[src/rtl/branch_pc_unit.sv]
// Program counter and branch resolution: flag register, 4-entry target table, IDLE/RUN/FLUSH/DONE sequencing.
// Latency: taken branch presents the target on PC the cycle after the decision; Flush is high for that cycle.
// Backpressure: Stall freezes PC and state in any state; flag and table writes proceed regardless of Stall.
module branch_pc_unit #(
  parameter int              PC_W       = 10,
  parameter logic [PC_W-1:0] START_ADDR = '0
) (
  input  logic            Clk,
  input  logic            Reset_n,
  input  logic            Start,
  input  logic            Halt,
  input  logic            Stall,
  input  logic            Zero,
  input  logic            Sign,
  input  logic            FlagWe,
  input  logic [1:0]      BrOp,
  input  logic [1:0]      imm,
  input  logic            LutWe,
  input  logic [1:0]      LutAddr,
  input  logic [PC_W-1:0] LutData,
  output logic [PC_W-1:0] PC,
  output logic            Flush,
  output logic            Running,
  output logic            Done,
  output logic            ZeroFlag,
  output logic            SignFlag
);

  typedef enum logic [1:0] {
    ST_IDLE  = 2'd0,
    ST_RUN   = 2'd1,
    ST_FLUSH = 2'd2,
    ST_DONE  = 2'd3
  } state_t;

  localparam logic [PC_W-1:0] PC_ONE = {{(PC_W-1){1'b0}}, 1'b1};

  localparam logic [1:0] BR_NONE = 2'b00;
  localparam logic [1:0] BR_ZERO = 2'b01;
  localparam logic [1:0] BR_SIGN = 2'b10;
  localparam logic [1:0] BR_JUMP = 2'b11;

  state_t          state_q, state_d;
  logic [PC_W-1:0] pc_q, pc_d;
  logic            zero_flag_q;
  logic            sign_flag_q;
  logic [PC_W-1:0] lut_q [4];
  logic            br_taken;

  // Branch condition from the flag register as it stood at the start of the cycle (no write bypass).
  always_comb begin
    br_taken = 1'b0;
    case (BrOp)
      BR_NONE: br_taken = 1'b0;
      BR_ZERO: br_taken = zero_flag_q;
      BR_SIGN: br_taken = sign_flag_q;
      BR_JUMP: br_taken = 1'b1;
      default: br_taken = 1'b0;
    endcase
  end

  // Next-state and next-PC selection; Stall holds everything, Halt beats any branch in RUN.
  always_comb begin
    state_d = state_q;
    pc_d    = pc_q;
    if (!Stall) begin
      case (state_q)
        ST_IDLE: begin
          pc_d = START_ADDR;
          if (Start) begin
            state_d = ST_RUN;
          end
        end
        ST_RUN: begin
          if (Halt) begin
            state_d = ST_DONE;
          end else if (br_taken) begin
            pc_d    = lut_q[imm];
            state_d = ST_FLUSH;
          end else begin
            pc_d = pc_q + PC_ONE;
          end
        end
        ST_FLUSH: begin
          pc_d    = pc_q + PC_ONE;
          state_d = ST_RUN;
        end
        ST_DONE: begin
          if (Start) begin
            pc_d    = START_ADDR;
            state_d = ST_RUN;
          end
        end
        default: begin
          pc_d    = START_ADDR;
          state_d = ST_IDLE;
        end
      endcase
    end
  end

  // Sequencer state and PC registers.
  always_ff @(posedge Clk or negedge Reset_n) begin
    if (!Reset_n) begin
      state_q <= ST_IDLE;
      pc_q    <= START_ADDR;
    end else begin
      state_q <= state_d;
      pc_q    <= pc_d;
    end
  end

  // Flag register: captured whenever requested, independent of state and Stall.
  always_ff @(posedge Clk or negedge Reset_n) begin
    if (!Reset_n) begin
      zero_flag_q <= 1'b0;
      sign_flag_q <= 1'b0;
    end else if (FlagWe) begin
      zero_flag_q <= Zero;
      sign_flag_q <= Sign;
    end
  end

  // Branch target table: written whenever requested, independent of state and Stall.
  always_ff @(posedge Clk or negedge Reset_n) begin
    if (!Reset_n) begin
      for (int i = 0; i < 4; i++) begin
        lut_q[i] <= '0;
      end
    end else if (LutWe) begin
      lut_q[LutAddr] <= LutData;
    end
  end

  // Status outputs decoded purely from registered state so they carry no input paths.
  always_comb begin
    PC       = pc_q;
    Flush    = (state_q == ST_FLUSH);
    Running  = (state_q == ST_RUN) || (state_q == ST_FLUSH);
    Done     = (state_q == ST_DONE);
    ZeroFlag = zero_flag_q;
    SignFlag = sign_flag_q;
  end

endmodule
[config.mk]
export PLATFORM = sky130hd
export DESIGN_NAME = branch_pc_unit
export DESIGN_NICKNAME = d
export VERILOG_FILES = /design/src/rtl/branch_pc_unit.sv
export SDC_FILE = /design/constraint.sdc
export NUM_CORES = 1
export LEC_CHECK = 0
export ABC_CLOCK_PERIOD_IN_PS = 2340
export BUFFER_PORTS_ARGS = -buffer_cell sky130_fd_sc_hd__buf_2
export CAP_MARGIN = 20
export CORE_ASPECT_RATIO = 1.75
export CORE_MARGIN = 1
export CORE_UTILIZATION = 56
export CTS_CLUSTER_DIAMETER = 30
export CTS_CLUSTER_SIZE = 12
export DETAILED_ROUTE_END_ITERATION = 12
export HOLD_SLACK_MARGIN = 0.15
export PLACE_DENSITY = 0.79
export SYNTH_ARGS = -nofsm -noshare
export SYNTH_HDL_FRONTEND = slang
export SYNTH_SLANG_ARGS = --single-unit
[constraint.sdc]
create_clock -name Clk -period 2.34 [get_ports Clk]
set_input_delay 0.234 -clock Clk [delete_from_list [all_inputs] [get_ports Clk]]
set_output_delay 0.234 -clock Clk [all_outputs]
set_load 0.1 [all_outputs]
==> out/metrics.cfg <==
[status]
status = finished clean

[final_layout]
multi_input_area_um2 = 1250
seq_area_um2 = 1350
area.growth.synth_to_final_pct = 13.5
antenna_cells = 0
fillers = 389
post-route-util = 0.654
stdcell_area_um2 = 3050
fin_cells = 302
finalNetCount = 278
drive_above_1_share = 0.468

[drt]
first_pass_iters = 4
drtAntennaViolNets = 0
wl_per_cell_um = 17.6
drtIter0Drc = 46
vias = 1852
viasPerCell = 6.13
drc = 0
wl_um = 5320

[logic_synthesis]
muxShareOfSynthArea = 0.260
ys_warn_count = 0
synth_simple_gate_area_frac = 0.0894
synth-compound-area-share = 0.0945
synth.top_cell.area_share = 0.503
synth.cell_area_um2 = 2690
synth_edf_count = 0
yosysMostFrequentCell = dfrtp_1
synth_ff_type = dfrtp_1
synth_top_family_by_area = multiplexers
synth.area.top_cells = dfrtp_1 (50%), mux2_2 (18%), mux4_2 (8.4%)
yosysTopAreaCell = dfrtp_1
ys_types = 41
synthAdderAreaFrac = 0.0186
yosysSeqAreaShare = 0.503
synth_common_cells = dfrtp_1 (54), mux2_2 (42), nand3_1 (17)
syn-instance-count = 205
synthXorXnorAreaFrac = 0.00326
syn_avg_cell_area_um2 = 13.1
ys_ff_latch = 54
syn-num-nets = 234
ys_async_sr_fraction = 1.00

[clock_tree]
htreeDepth = 2
cts_tree = built
cts_buffer_depth = 2
cts_buffers = 5
clkSinkCount = 54
hold_buffers = 2
post_cts_buffers = 0
cts_root_buf = clkbuf_8
insertion_delay_ns = 0.31
ctsResizeCount = 0
path_clk_slew_ns = 0.10

[sta]
hold_violations = 0
tightestPinTransition_ns = 0.673
report.final.slew_viol_count = 0
clock_skew_ns = 0.00792
relSlewSlack = 0.551
setup_viol = 0
setup_tns_ns = 0
finalCriticalPeriod_ns = 1.91
rsz0062_at_grt = false
finalCritPeriodShare = 0.814
max_freq_mhz = 525

[placement]
dpl.hpwl_um = 3870
placed_cells = 292
place_area_um2 = 2930
globalplace.congestion = 0.754
numPortBuffers = 39

[die]
die_h_um = 93.6
ios = 40
row_count = 33
die_w_um = 54.4
fp.coreArea_um2 = 4670
initial_core_util = 0.576
die-area_um2 = 5090

[global_routing]
antenna_found_initial = 0
grt_max_degree = 55
grt_use_total = 0.242
grt_overflow = 0
grt_pass1_vias = 1919
grt_pass1_wl_um = 8730

[worst_setup_path]
cp_data_arrival_time_ns = 2.12
path_max_fanout = 8
critPathLaunchType = flip-flop
path_class = flip-flop to flip-flop
endpoint_kind = flip-flop
cp.required_ns = 2.56

[hold_path]
min_path_type = primary input to flip-flop

[power_and_ir_drop]
power_density_nw_per_um2 = 1120
leakagePower_nw = 1.35
ir_drop_mv = 1.06

[job]
maxCapViolCount = 0

sequential cells by signal, indices dropped and copies added, names as in the netlist:
signal    flops
PC           10
SignFlag      1
ZeroFlag      1
lut_q        40
state_q       2
logic make-up after synthesis:
family	count (synthesis)
AO/OA/AOI/OAI	35
multiplexers	52
XOR/XNOR	1
adder cells (fa/ha/maj)	4
AND/OR/NAND/NOR	40
flip-flops	54
buffers and inverters	19
stage by stage:
| stage | setup WS [ns] | hold slack, ns | total power, mW |
|---|---|---|---|
| final | 0.435 | 0.157 | 3.42 |
| after global routing | 0.300 | 0.165 | 3.60 |
| after CTS | 0.437 | 0.153 | 3.45 |
| after detailed placement | 0.475 | 0.403 | 2.89 |
| after global placement | 0.534 | 0.395 | 2.84 |
| after floorplan | 0.0409 | -0.0616 | 2.59 |
metal layers:
metal	part of all wire	routed length, um	up-vias	GRT usage
li1	-	-	861	-
met1	0.41	2160	937	0.281
met2	0.54	2880	42	0.416
met3	0.026	136	12	0.0423
met4	0.027	142	0	0.107
met5	0	0	-	0
area by class of cell:
cell class | count | area share
well taps | 52 | 0.0213
inverters | 11 | 0.0135
multi-input cells | 132 | 0.410
flip-flops and latches | 54 | 0.443
repair buffers | 45 | 0.0804
clock inverters | 3 | 0.00862
clock buffers | 5 | 0.0226
cells in the final DEF (no fill, tap or decap), types with 3 or more instances in the layout:
master and instances:
a21oi_1 10, nand3_1 17, dfrtp_1 54, o21ai_0 5, ha_1 4, buf_2 39, inv_6 3, buf_4 4
mux4_2 10, mux2_2 42, nand4_1 3, o221ai_1 5, clkbuf_8 5, nand2_1 5, inv_1 11
where the power goes:
group	switching [mW]	internal, mW
logic	1.12	0.436
clock network	0.329	0.223
registers	0.173	1.14
worst max-delay path, stage by stage (launching register included):
cell,delay (ns)
dfrtp_1,0.40
inv_1,0.06
ha_1,0.33
o21bai_1,0.20
a21oi_2,0.34
nand2_2,0.21
o311ai_1,0.27
final timing paths:
check                            from        end  slack (ns)  depth (start not counted)
max in group asynchronous     Reset_n   lut_q[6]        1.32                          3
min                              Sign   SignFlag        0.16                          2
min reg2reg                 lut_q[15]  lut_q[15]        0.51                          1
min in group asynchronous     Reset_n   ZeroFlag        0.57                          3
max                        state_q[0]      PC[2]        0.43                          6
max reg2reg                state_q[0]      PC[2]        0.43                          6
Note: power is estimated with default switching activity, not from simulation.
